<file path="config.mk">
export PLATFORM = sky130hd
export DESIGN_NAME = gray_counter_flat
export DESIGN_NICKNAME = d
export VERILOG_FILES = /design/src/rtl/gray_counter_if.sv /design/src/rtl/gray_counter.sv /design/src/flat_wrapper.sv
export SDC_FILE = /design/constraint.sdc
export NUM_CORES = 1
export LEC_CHECK = 0
export BUFFER_PORTS_ARGS = -buffer_cell sky130_fd_sc_hd__buf_2
export CORE_AREA = 2 2 39 41
export DETAILED_ROUTE_END_ITERATION = 8
export DIE_AREA = 0 0 41 43
export GPL_TIMING_DRIVEN = 0
export MAX_ROUTING_LAYER = met4
export SYNTH_ARGS = -nofsm -noshare
export SYNTH_HDL_FRONTEND = slang
export SYNTH_SLANG_ARGS = --single-unit
</file>
<file path="constraint.sdc">
create_clock -name clk -period 2 [get_ports clk]
set_clock_uncertainty 0.1 [all_clocks]
set_input_delay 0.4 -clock clk [delete_from_list [all_inputs] [get_ports clk]]
set_output_delay 0.4 -clock clk [all_outputs]
set_load 0.01 [all_outputs]
</file>
<file path="src/rtl/gray_counter_if.sv">
// Control/status bundle for gray_counter: the controller drives the master
// side (clr/load/en/up) and observes the binary count, the Gray count and wrap.
interface gray_counter_if #(
  parameter int W = 4
);
  logic         clr;
  logic         load;
  logic [W-1:0] load_val;
  logic         en;
  logic         up;
  logic [W-1:0] cnt_bin;
  logic [W-1:0] cnt_gray;
  logic         wrap;

  modport master (
    output clr, load, load_val, en, up,
    input  cnt_bin, cnt_gray, wrap
  );

  modport slave (
    input  clr, load, load_val, en, up,
    output cnt_bin, cnt_gray, wrap
  );
endinterface

</file>
<file path="src/rtl/gray_counter.sv">
// Registered up/down binary counter with a flop-sourced Gray copy and wrap pulse.
// Define GRAY_CNT_SAT_EN to saturate at the boundaries instead of wrapping.
module gray_counter #(
  parameter int W = 4
) (
  input logic          clk,
  input logic          rst_n,
  gray_counter_if.slave bus
);

  localparam logic [W-1:0] ZERO_C = {W{1'b0}};
  localparam logic [W-1:0] ONE_C  = {{(W-1){1'b0}}, 1'b1};
  localparam logic [W-1:0] MAX_C  = {W{1'b1}};

  function automatic logic [W-1:0] bin2gray(input logic [W-1:0] b);
    return b ^ (b >> 1);
  endfunction

  logic [W-1:0] bin_r;
  logic [W-1:0] gray_r;
  logic         wrap_r;
  logic [W-1:0] next_bin_s;
  logic         next_wrap_s;

  // Next-state selection: clr, then load, then an enabled step, else hold.
  always_comb begin
    next_bin_s  = bin_r;
    next_wrap_s = 1'b0;
    if (bus.clr) begin
      next_bin_s = ZERO_C;
    end else if (bus.load) begin
      next_bin_s = bus.load_val;
    end else if (bus.en) begin
      if (bus.up) begin
        if (bin_r == MAX_C) begin
          next_wrap_s = 1'b1;
`ifdef GRAY_CNT_SAT_EN
          next_bin_s  = MAX_C;
`else
          next_bin_s  = ZERO_C;
`endif
        end else begin
          next_bin_s = bin_r + ONE_C;
        end
      end else begin
        if (bin_r == ZERO_C) begin
          next_wrap_s = 1'b1;
`ifdef GRAY_CNT_SAT_EN
          next_bin_s  = ZERO_C;
`else
          next_bin_s  = MAX_C;
`endif
        end else begin
          next_bin_s = bin_r - ONE_C;
        end
      end
    end else begin
      next_bin_s  = bin_r;
      next_wrap_s = 1'b0;
    end
  end

  // Gray is encoded from the next binary value so both copies update together.
  always_ff @(posedge clk or negedge rst_n) begin
    if (!rst_n) begin
      bin_r  <= ZERO_C;
      gray_r <= ZERO_C;
      wrap_r <= 1'b0;
    end else begin
      bin_r  <= next_bin_s;
      gray_r <= bin2gray(next_bin_s);
      wrap_r <= next_wrap_s;
    end
  end

  assign bus.cnt_bin  = bin_r;
  assign bus.cnt_gray = gray_r;
  assign bus.wrap     = wrap_r;

endmodule

</file>
<file path="src/flat_wrapper.sv">
// flat-port wrapper written by rule: the top's interface ports become plain ports
module gray_counter_flat 
#(
  parameter int W = 4
)
  (clk, rst_n, bus_clr, bus_load, bus_load_val, bus_en, bus_up, bus_cnt_bin, bus_cnt_gray, bus_wrap);
  gray_counter_if #(.W(W)) bus_i ();
  input logic clk;
  input logic rst_n;
  input wire logic [$bits(bus_i.clr)-1:0] bus_clr;
  input wire logic [$bits(bus_i.load)-1:0] bus_load;
  input wire logic [$bits(bus_i.load_val)-1:0] bus_load_val;
  input wire logic [$bits(bus_i.en)-1:0] bus_en;
  input wire logic [$bits(bus_i.up)-1:0] bus_up;
  output wire logic [$bits(bus_i.cnt_bin)-1:0] bus_cnt_bin;
  output wire logic [$bits(bus_i.cnt_gray)-1:0] bus_cnt_gray;
  output wire logic [$bits(bus_i.wrap)-1:0] bus_wrap;
  assign bus_i.clr = bus_clr;
  assign bus_i.load = bus_load;
  assign bus_i.load_val = bus_load_val;
  assign bus_i.en = bus_en;
  assign bus_i.up = bus_up;
  assign bus_cnt_bin = bus_i.cnt_bin;
  assign bus_cnt_gray = bus_i.cnt_gray;
  assign bus_wrap = bus_i.wrap;
  gray_counter #(.W(W)) u_core (.clk(clk), .rst_n(rst_n), .bus(bus_i));
endmodule
</file>
# After elaboration in Yosys (flattened, before gate mapping)
# Index checks and enable logic that the tools add are counted.
# Widths: inputs -> output; s select.
word_totals:
  register_bits: 9
  input_bits: 10
  out_inout_bits: 9
  elab_cells: 20
op_classes:
  n_addsub: 2
  n_eq_ne: 1
  mux: 12
  bitwise: 1
  reduce_logical: 1
ops:
  columns: ["operator", "n"]
  rows:
  - ["$mux 4", 6]
  - ["$mux 1", 6]
  - ["$add 4x1->4 const B", 1]
  - ["$eq 4x4->1 const B", 1]
  - ["$logic_not 4->1", 1]
  - ["$sub 4x1->4 const B", 1]
  - ["$xor 4x3->4", 1]

# Longest topological paths before layout
depth:
  depth_word: 7
  mapped_depth: 7

# Least setup slack after synthesis
# No wires, ideal clock.
synth_path:
  path_type: "register to register"
  start: "register u_core.bin_r[0] (netlist: u_core.bus.cnt_bin[0])"
  end: "register u_core.gray_r[2] (netlist: u_core.bus.cnt_gray[2])"
  setup_time_ps: 79
  arrival_time_ps: 1632
  setup_slack_ps: 189
  path_stages_with_launch: 6
  synth_period_minus_slack_ps: 1811
  path_cell_list: "dfrtp_1 inv_2 or4_1 a311o_1 o22ai_2 xor2_1"
synth_via:
  elab_chain_len: 7
  elab_cells_between_ends: 11
  cone_classes: "add/sub (2); eq/ne (1); mux (6); bitwise (1); reduce/logical (1)"
synth_lines:
  columns: ["item", "line", "source"]
  rows:
  - ["start, declared", "gray_counter.sv:19", "logic [W-1:0] bin_r;"]
  - ["start signal, assigned", "gray_counter.sv:70", "bin_r <= next_bin_s;"]
  - ["$sub 4x1->4, or another cell as far along", "gray_counter.sv:54", "next_bin_s = bin_r - ONE_C;"]
  - ["$mux 4 (on tied branches)", "gray_counter.sv:46, gray_counter.sv:35", null]
  - ["$mux 4 (*)", "gray_counter.sv:34", "if (bus.up) begin"]
  - ["$mux 4 (*)", "gray_counter.sv:33", "end else if (bus.en) begin"]
  - ["$mux 4 (*)", "gray_counter.sv:31", "end else if (bus.load) begin"]
  - ["$mux 4 (*)", "gray_counter.sv:29", "if (bus.clr) begin"]
  - ["via u_core.next_bin_s[3]", "gray_counter.sv:22", "logic [W-1:0] next_bin_s;"]
  - ["$xor 4x3->4 (*)", "gray_counter.sv:16", "return b ^ (b >> 1);"]
  - ["end signal, assigned", "gray_counter.sv:71", "gray_r <= bin2gray(next_bin_s);"]
  - ["end, declared", "gray_counter.sv:20", "logic [W-1:0] gray_r;"]
# The timed path passes the listed nets; every way through them passes the cells marked *.

# Worst setup path in the final report
layout_path:
  start: "register u_core.bin_r[3] (netlist: u_core.bus.cnt_bin[3])"
  end: "register u_core.gray_r[2] (netlist: u_core.bus.cnt_gray[2])"
layout_via:
  elab_chain_len: 7
  elab_cells_between_ends: 11
  cone_classes: "add/sub (2); eq/ne (1); mux (6); bitwise (1); reduce/logical (1)"
layout_lines:
  columns: ["item", "line"]
  rows:
  - ["$sub 4x1->4, or another cell as far along", "gray_counter.sv:54"]
  - ["$mux 4 (on tied branches)", "gray_counter.sv:46, gray_counter.sv:35"]
  - ["$mux 4", "gray_counter.sv:34"]
  - ["$mux 4 (*)", "gray_counter.sv:33"]
  - ["$mux 4 (*)", "gray_counter.sv:31"]
  - ["$mux 4 (*)", "gray_counter.sv:29"]
  - ["via u_core.next_bin_s[3]", "gray_counter.sv:22"]
  - ["$xor 4x3->4 (*)", "gray_counter.sv:16"]
# Marked as above.

==> flow_summary.toml <==
[critical_path]
crit_arrival_ps = 1960
crit_path_end_kind = "flip-flop"
path_buf_inv = 0
path_depth = 4
rr_worst_depth = 4
start_kind = "flip-flop"
reg2reg_slack_ps = 110
worst-path-max-fanout = 8
crit_chain = "or4_1 -> a311o_1 -> o22ai_2 -> xor2_1"
critPathKind = "flip-flop to flip-flop"
crit_family = "compound AO/OA/AOI/OAI gates"
crit_required_ps = 2070
cp_slowest_cell = "or4_1"
critPathMaxStageDelay_ps = 540

[drt]
vias = 451
drt_wl_total_mm = 1.04
drcViolationCount = 0
wl_per_cell_um = 11.9
drt_pre_antenna_iters = 4
routed_via_density = 5.18
antenna_left = 0
drt-initial-drc-count = 7

[synth]
yosys_warnings = 0
synthesis.area_um2 = 493
synth_fp_nets = 61
yosysTopAreaCell = "dfrtp_1"
ys_seq_area_share_pct = 40.6
synthCells = 49
syn_avg_cell_area_um2 = 10.1
synth_cell_types = 27
synth-seq-cells = 8
synth_top_area_share_pct = 40.6
synth.area.top_cells = "dfrtp_1 (41%), xor2_1 (7.1%), ha_1 (5.1%)"

[cells_and_area]
final_cell_mix = "buf_2 (18), dfrtp_1 (7), nor2_1 (5)"
layout.nets = 85
area_delta_synth_final_pct = 29.2
final_common_cell = "buf_2"
antennaDiodeCount = 0
fin_cells = 87
drive_gt1_share_pct = 40.8
fillCellCount = 137

[floorplanning]
dieArea_um2 = 1760
start_util_pct = 35.6
core-area_um2 = 1380
fp.dieH_um = 43
rows = 14
ios = 19
die_w_um = 41

[sta]
relSlewSlack_pct = 75.3
fmax_mhz = 530
max_slew.worst_pin.slew_ps = 370
tns_ps = 0
setup_viol = 0
finalMaxSlewViolations = 0
worst_slack_ps = 115
fin_crit_sh_pct = 94.3
fin_crit_ps = 1890
final_hold_viol_count = 0
rsz0062_at_grt = "false"

[clock_network]
cts_buffers = 3
postCtsSetupBuffers = 0
cts_tree = "built"
clock_path_buffers = 2
root_buffer = "clkbuf_4"
h-tree-depth = 1
clk_pin_slew_ps = 50
cts_sinks = 8
insertion_delay_ps = 250

[global_route]
antenna_found_initial = 0
grt_usage_pct = 15.3
first_global_vias = 424
grt_max_degree = 9
grt.overflow.total = 0
grt_pass1_wl_mm = 1.73

[power]
power_density_nw_per_um2 = 677
leakagePower_nw = 0.325
ir_worst_vdd_mv = 0.504
finalPower_mw = 0.431

[placed_design]
place.gp.congestion = 0.705
portBuffers = 18
placed_cells = 83
place_ws_ps = 105
hpwl_um = 837

[run_status]
status = "completed"

[min_path]
hold_depth = 2
hp-class = "input pin to flip-flop"

[flow_run]
drv_cap = 0
-- repair_timing --
| item | 4_1_cts | 5_1_grt |
|---|---|---|
| gates resized for setup | 0 | 1 |
| endpoints found under the hold margin | 8 | 0 |
| setup endpoints to repair | 0 | 1 |
| hold buffers | 1 | 0 |
-- routing by layer --
metal	GRT usage (%)	vias to the layer above	wire, µm
li1	-	220	-
met1	19.3	210	438
met2	20.3	17	505
met3	6.28	4	62
met4	8.00	0	33
met5	-	-	0
-- path summary, 6_finish.rpt --
check / end / start
max reg2reg: u_core.bus.cnt_gray[2]$_DFF_PN0_ / u_core.bus.cnt_bin[3]$_DFF_PN0_
min: u_core.bus.wrap$_DFF_PN0_ / bus_load
min in group asynchronous: u_core.bus.cnt_gray[0]$_DFF_PN0_ / rst_n
min reg2reg: u_core.bus.wrap$_DFF_PN0_ / u_core.bus.cnt_bin[2]$_DFF_PN0_
max: u_core.bus.cnt_gray[2]$_DFF_PN0_ / u_core.bus.cnt_bin[3]$_DFF_PN0_
max in group asynchronous: u_core.bus.cnt_bin[0]$_DFF_PN0_ / rst_n
-- kinds of logic after synthesis --
logic type               synth area share, %
buffers and inverters                   5.33
adder cells (fa/ha/maj)                 5.08
AO/OA/AOI/OAI                           18.3
multiplexers                            6.35
flip-flops                              40.6
AND/OR/NAND/NOR                         15.5
XOR/XNOR                                8.88
-- area by class of cell --
type,count,area (µm²),area share (%)
plain buffers,1,7.51,1.18
clock buffers,3,22.5,3.54
inverters,5,18.8,2.95
multi-input cells,35,267,41.8
flip-flops and latches,8,201,31.6
well taps,16,20.0,3.14
repair buffers,19,100,15.7
-- registers in the layout (all words and copies together), names as in the netlist --
signal / flops
u_core.bus.cnt_bin: 4
u_core.bus.cnt_gray: 3
u_core.bus.wrap: 1
-- metrics by stage --
step	utilization [%]	hold WS (ps)	cell area [µm²]
final	46.0	303	637
after global routing	46.0	307	637
after CTS	45.9	287	636
after detailed placement	43.6	148	603
after global placement	43.6	143	603
after floorplan	-	4.41	493
-- cells in the mapped netlist --
master / n
a21oi_1: 2
mux2_2: 1
xor2_1: 4
a311o_1: 1
mux2i_1: 2
o21bai_1: 1
o22ai_2: 1
or4_1: 1
a211oi_2: 1
nand3b_1: 1
and3_2: 1
nand3_1: 1
nand4_1: 1
o21ai_0: 1
nand2_1: 1
nor2_1: 5
inv_2: 2
nor3b_1: 1
nand2b_1: 1
a211oi_1: 2
xnor2_1: 1
buf_4: 1
a221oi_1: 2
ha_1: 2
inv_1: 3
dfrtp_1: 8
nor2b_1: 1
-- power breakdown --
| part | total (mW) | internal (mW) | leakage (nW) | switching (mW) |
|---|---|---|---|---|
| Clock | 0.117 | 0.0682 | 0.0138 | 0.0485 |
| Sequential | 0.194 | 0.180 | 0.102 | 0.0138 |
| Combinational | 0.121 | 0.0566 | 0.209 | 0.0641 |
(Power assumes the default switching activity.)
